File: config.mk
export PLATFORM = sky130hd
export DESIGN_NAME = mux_channel_scheduler_flat
export DESIGN_NICKNAME = d
export VERILOG_FILES = /design/src/rtl/mux_channel_scheduler_if.sv /design/src/rtl/mux_channel_scheduler.sv /design/src/flat_wrapper.sv
export SDC_FILE = /design/constraint.sdc
export NUM_CORES = 1
export LEC_CHECK = 0
export ABC_AREA = 1
export CAP_MARGIN = 20
export CELL_PAD_IN_SITES_DETAIL_PLACEMENT = 0
export CELL_PAD_IN_SITES_GLOBAL_PLACEMENT = 1
export CORE_MARGIN = 1
export CORE_UTILIZATION = 35
export DETAILED_ROUTE_END_ITERATION = 16
export PLACE_DENSITY = 0.83
export RECOVER_POWER = 50
export REMOVE_ABC_BUFFERS = 1
export SLEW_MARGIN = 0
export SYNTH_ARGS = -nofsm -noshare
export SYNTH_HDL_FRONTEND = slang
export SYNTH_SLANG_ARGS = --single-unit
File: constraint.sdc
create_clock -name CLK -period 5 [get_ports CLK]
set_input_delay 1 -clock CLK [delete_from_list [all_inputs] [get_ports CLK]]
set_output_delay 1 -clock CLK [all_outputs]
set_load 0.01 [all_outputs]
File: src/rtl/mux_channel_scheduler_if.sv
// mux_channel_scheduler_if: request/mux-return bundle between a requester and the channel scheduler.
interface mux_channel_scheduler_if;
    logic       ENABLE;
    logic [3:0] REQ;
    logic [4:0] MUX_IN;
    logic [1:0] SEL;
    logic [3:0] GNT;
    logic [4:0] DATA_OUT;
    logic       DATA_VALID;
    logic       BUSY;
    modport master (output ENABLE, REQ, MUX_IN, input SEL, GNT, DATA_OUT, DATA_VALID, BUSY);
    modport slave  (input ENABLE, REQ, MUX_IN, output SEL, GNT, DATA_OUT, DATA_VALID, BUSY);
endinterface

File: src/rtl/mux_channel_scheduler.sv
// mux_channel_scheduler: round-robin grant of a 4-way mux, settle then capture, then dwell before release.
module mux_channel_scheduler #(
    parameter int SETTLE_CYCLES = 2,
    parameter int DWELL_CYCLES  = 4
) (
    input logic CLK,
    input logic RESET,
    mux_channel_scheduler_if.slave bus
);
    typedef enum logic [1:0] {IDLE, SETTLE, HOLD} state_t;
    state_t     r_state, w_next;
    logic [7:0] r_cnt;
    logic [1:0] r_last, r_sel, w_win;
    logic [3:0] r_gnt;
    logic [4:0] r_data;
    logic       r_dv;
    logic       w_found, w_req_sel, w_grant, w_abort, w_capture, w_release;
    // search starts one past the last served channel so every requester gets a turn
    always_comb begin
        w_found = 1'b0;
        w_win   = r_last;
        for (int k = 1; k <= 4; k++) begin
            if (!w_found && bus.REQ[r_last + 2'(k)]) begin
                w_found = 1'b1;
                w_win   = r_last + 2'(k);
            end
        end
    end
    always_ff @(posedge CLK or posedge RESET) begin
        if (RESET) r_state <= IDLE;
        else       r_state <= w_next;
    end
    always_comb begin
        w_next = r_state;
        unique case (r_state)
            IDLE:    w_next = w_grant ? SETTLE : IDLE;
            SETTLE:  w_next = w_abort ? IDLE : (w_capture ? HOLD : SETTLE);
            HOLD:    w_next = w_release ? IDLE : HOLD;
            default: w_next = IDLE;
        endcase
    end
    always_comb begin
        w_req_sel = bus.REQ[r_sel];
        w_grant   = r_state == IDLE && bus.ENABLE && w_found;
        w_abort   = r_state == SETTLE && !w_req_sel;
        w_capture = r_state == SETTLE && w_req_sel && r_cnt == 8'(SETTLE_CYCLES - 1);
        w_release = r_state == HOLD && (!w_req_sel || r_cnt == 8'(DWELL_CYCLES - 1));
    end
    always_ff @(posedge CLK or posedge RESET) begin
        if (RESET) begin
            r_cnt  <= '0;
            r_last <= 2'd3;
            r_sel  <= '0;
            r_gnt  <= '0;
            r_data <= '0;
            r_dv   <= 1'b0;
        end else begin
            r_dv  <= w_capture;
            r_cnt <= (w_grant || w_capture) ? 8'd0 : (r_state != IDLE ? r_cnt + 8'd1 : r_cnt);
            if (w_grant) begin
                r_sel <= w_win;
                r_gnt <= 4'b0001 << w_win;
            end
            if (w_abort || w_release) r_gnt <= '0;
            if (w_release) r_last <= r_sel;
            if (w_capture) r_data <= bus.MUX_IN;
        end
    end
    assign bus.SEL        = r_sel;
    assign bus.GNT        = r_gnt;
    assign bus.DATA_OUT   = r_data;
    assign bus.DATA_VALID = r_dv;
    assign bus.BUSY       = r_state != IDLE;
endmodule

File: src/flat_wrapper.sv
// flat-port wrapper written by rule: the top's interface ports become plain ports
module mux_channel_scheduler_flat 
#(
    parameter int SETTLE_CYCLES = 2,
    parameter int DWELL_CYCLES  = 4
)
  (CLK, RESET, bus_ENABLE, bus_REQ, bus_MUX_IN, bus_SEL, bus_GNT, bus_DATA_OUT, bus_DATA_VALID, bus_BUSY);
  mux_channel_scheduler_if bus_i ();
  input logic CLK;
  input logic RESET;
  input wire logic [$bits(bus_i.ENABLE)-1:0] bus_ENABLE;
  input wire logic [$bits(bus_i.REQ)-1:0] bus_REQ;
  input wire logic [$bits(bus_i.MUX_IN)-1:0] bus_MUX_IN;
  output wire logic [$bits(bus_i.SEL)-1:0] bus_SEL;
  output wire logic [$bits(bus_i.GNT)-1:0] bus_GNT;
  output wire logic [$bits(bus_i.DATA_OUT)-1:0] bus_DATA_OUT;
  output wire logic [$bits(bus_i.DATA_VALID)-1:0] bus_DATA_VALID;
  output wire logic [$bits(bus_i.BUSY)-1:0] bus_BUSY;
  assign bus_i.ENABLE = bus_ENABLE;
  assign bus_i.REQ = bus_REQ;
  assign bus_i.MUX_IN = bus_MUX_IN;
  assign bus_SEL = bus_i.SEL;
  assign bus_GNT = bus_i.GNT;
  assign bus_DATA_OUT = bus_i.DATA_OUT;
  assign bus_DATA_VALID = bus_i.DATA_VALID;
  assign bus_BUSY = bus_i.BUSY;
  mux_channel_scheduler #(.SETTLE_CYCLES(SETTLE_CYCLES), .DWELL_CYCLES(DWELL_CYCLES)) u_core (.CLK(CLK), .RESET(RESET), .bus(bus_i));
endmodule
==> impl_metrics.tcl <==
set metrics [dict create \
    worstPathArrival_ns 2.89 \
    pwr-share-comb_pct 53.4 \
    synth_compound_area_share_pct 4.446 \
    maxCapViolCount 0 \
    synth_fa_ha_area_share_pct 1.744 \
    clock-sinks 24 \
    drive_gt1_share_pct 12.96 \
    p_per_area_nw_per_um2 589.3 \
    clock_latency_ns 0.26 \
    core_area_um2 3799 \
    max_slew_margin_pct 40.82 \
    cts_resized 0 \
    ys_seq_area_share_pct 42.02 \
    synthSimpleGateAreaFrac_pct 41.06 \
    leakagePower_nw 0.8866 \
    port-buffer-count 24 \
    synth_top_family_by_area "simple AND/OR/NAND/NOR gates" \
    cts_tree "yes" \
    chipWidth_um 66.04 \
    hold_start "u_core.bus.DATA_OUT[0]$_DFFE_PP0P_" \
    grt_use_total_pct 14.50 \
    syn_inst 191 \
    hp-class "register to register" \
    ant_nets 0 \
    avgSynthCellArea_um2 7.514 \
    dieHeight_um 66.04 \
    diodes 0 \
    setup.worst_path.start "bus_REQ[2]" \
    avgViaCountPerCell 4.682 \
    netSwitchingPower_w 0.0004603 \
    fmax_ghz 0.3654 \
    fin_util_pct 46.57 \
    clk_pin_slew_ns 0.08 \
    peakVddDrop_mv 0.3190 \
    min_period_ns 2.737 \
    rsz0062_at_grt "no" \
    drt_iter0_drc 35 \
    drc_errors 0 \
    p_clk_share_pct 15.9 \
    r2r-start "u_core.r_last[0]$_DFFE_PP1P_" \
    hold_viol 0 \
    fin_skew_ns 0.003578 \
    async_reset_ff_share_pct 100.0 \
    io_pins 25 \
    critPathRequiredTime_ns 5.15 \
    tightest_slew_ns 0.8867 \
    synth.area.mux_share_pct 0 \
    num_vias 1236 \
    syn_area_um2 1435 \
    cts_made_buffers 3 \
    post_cts_buffers 0 \
    syn2layout_area_growth_pct 23.28 \
    wl_per_cell_um 10.77 \
    intPower_w 0.0005823 \
    dieArea_um2 4361 \
    totalWireLength_um 2844 \
    critPathKind "input port to register" \
    cp-start-kind "input port" \
    synth-edff-count 0 \
    drv_slew 0 \
    yosys_warnings 0 \
    seqPwrFrac_pct 30.7 \
    cts_buffer_depth 2 \
    h-tree-depth 1 \
    synth_xor_area_share_pct 3.662 \
    grt_pass1_wl_um 4968 \
    final_nets 231 \
    antenna_found_initial 0 \
    yosysUniqueCellTypes 26 \
    run_status "finished clean" \
    finalSetupViolations 0 \
    total_power_w 0.001043 \
    grt_max_degree 25 \
    worstSetupEndpointType "register" \
    synth_ff_type "dfrtp_1" \
    overflow 0 \
    first_pass_iters 4 \
    first_global_vias 1186 \
    num_rows 22 \
    tns_ns 0 \
    cp_max_fo 8 \
    dp_hpwl_um 2173 \
    power.share.switching_pct 44.15 \
    initial_core_util_pct 37.78 \
    ys_ff_latch 24 \
    place_congestion 0.7356 \
    fin_crit_sh_pct 54.73 \
    cts_hold_buffers 0 \
    clockRootBuffer "clkbuf_8" \
]
final timing paths:
| kind | to | slack [ns] | cells past startpoint |
|---|---|---|---|
| min in group asynchronous | u_core.bus.SEL[0]$_DFFE_PP0P_ | 1.36 | 2 |
| min reg2reg | u_core.bus.DATA_OUT[0]$_DFFE_PP0P_ | 0.47 | 2 |
| min | u_core.bus.DATA_OUT[0]$_DFFE_PP0P_ | 0.47 | 2 |
| max | u_core.r_cnt[5]$_DFFE_PP0P_ | 2.26 | 8 |
| max reg2reg | u_core.r_cnt[0]$_DFFE_PP0P_ | 3.10 | 8 |
| max in group asynchronous | u_core.bus.DATA_VALID$_DFF_PP0_ | 3.10 | 2 |
power groups by stage:
stage / clock, W / combinational (W) / sequential (W)
finish: 0.000166 / 0.000557 / 0.000320
global route: 0.000179 / 0.000641 / 0.000330
CTS: 0.000172 / 0.000572 / 0.000320
detailed placement: 0 / 0.000569 / 0.000323
global placement: 0 / 0.000568 / 0.000325
floorplan: 0 / 0.000388 / 0.000325
cell usage after synthesis, types with 3 or more instances:
cell,count,area share (%)
nand2_1,68,18
inv_2,4,1.0
nor2_1,21,5.5
buf_6,3,2.4
inv_1,14,3.7
o21ai_0,5,1.7
nand3_2,3,2.1
nand3_1,15,5.2
dfrtp_1,22,38
nand2_2,8,3.5
a21oi_1,4,1.4
xor2_1,5,3.1
stage by stage:
step                      area (um^2)  cells  worst slack [ns]  hold slack [ns]
after CTS                        1773    264             2.260           0.4835
after detailed placement         1702    260             2.298           0.4618
after floorplan                  1401    188             3.052           0.5085
after global routing             1769    264             2.033           0.5032
final                            1769    264             2.263           0.4726
after global placement           1702    260             2.267           0.4592
sequential cells by signal, indices dropped and copies added, names as in the netlist:
register / flops
u_core.bus.DATA_OUT: 5
u_core.bus.SEL: 2
u_core.r_state: 2
u_core.r_last: 2
u_core.bus.DATA_VALID: 1
u_core.bus.GNT: 4
u_core.r_cnt: 8
worst max-delay path: stages:
cell           delay (ns)
dlygate4sd3_1        0.61
o21ai_0              0.09
o21ai_0              0.45
nand2_1              0.18
nor2_4               0.21
inv_2                0.11
nand2_2              0.18
nor2_1               0.06
cell type report:
class	instances	area [um^2]
fillers	384	2029
clock buffers	3	41.29
inverters	18	67.56
well taps	48	60.06
clock inverters	1	30.03
repair buffers	24	240.2
flip-flops and latches	24	603.1
multi-input cells	146	726.9
routing by layer:
metal | vias to the layer above | GRT usage, % | part of all wire (%)
li1 | 643 | - | -
met1 | 569 | 18.90 | 48
met2 | 20 | 24.36 | 47
met3 | 4 | 2.069 | 3.4
met4 | 0 | 5.053 | 0.91
met5 | - | 0 | 0
cell families (layout without fill, tap and decap cells):
logic type                 count (synthesis)  count (layout)
and+or+nand+nor                          126             126
DFF                                       24              24
buffers and inverters                     21              46
AOI/OAI and AO/OA                         12              12
xor gates and xnor gates                   6               6
adders and majority gates                  2               2
placed cells by master, fill, tap and decap left out:
cell / Yosys / layout
nand2_4: 2 / 2
nand4_1: 1 / 1
dfrtp_1: 22 / 22
dfstp_2: 2 / 2
clkdlybuf4s50_1: 0 / 18
o21ai_0: 5 / 6
xor2_1: 5 / 5
nor2_1: 21 / 21
nand4_2: 1 / 1
nand3_1: 15 / 15
nor2_4: 2 / 2
inv_2: 4 / 4
clkbuf_8: 0 / 3
xnor2_1: 1 / 1
nor3_2: 1 / 1
o21ai_1: 2 / 2
or2_1: 1 / 1
nand3b_1: 1 / 1
ha_1: 2 / 2
nand2_2: 8 / 8
inv_1: 14 / 14
a21oi_1: 4 / 4
or2_2: 1 / 1
bufinv_16: 0 / 1
nand3_2: 3 / 3
nand2_1: 68 / 68
dlygate4sd3_1: 0 / 6
or2_0: 1 / 1
Note: power is estimated with default switching activity, not from simulation.
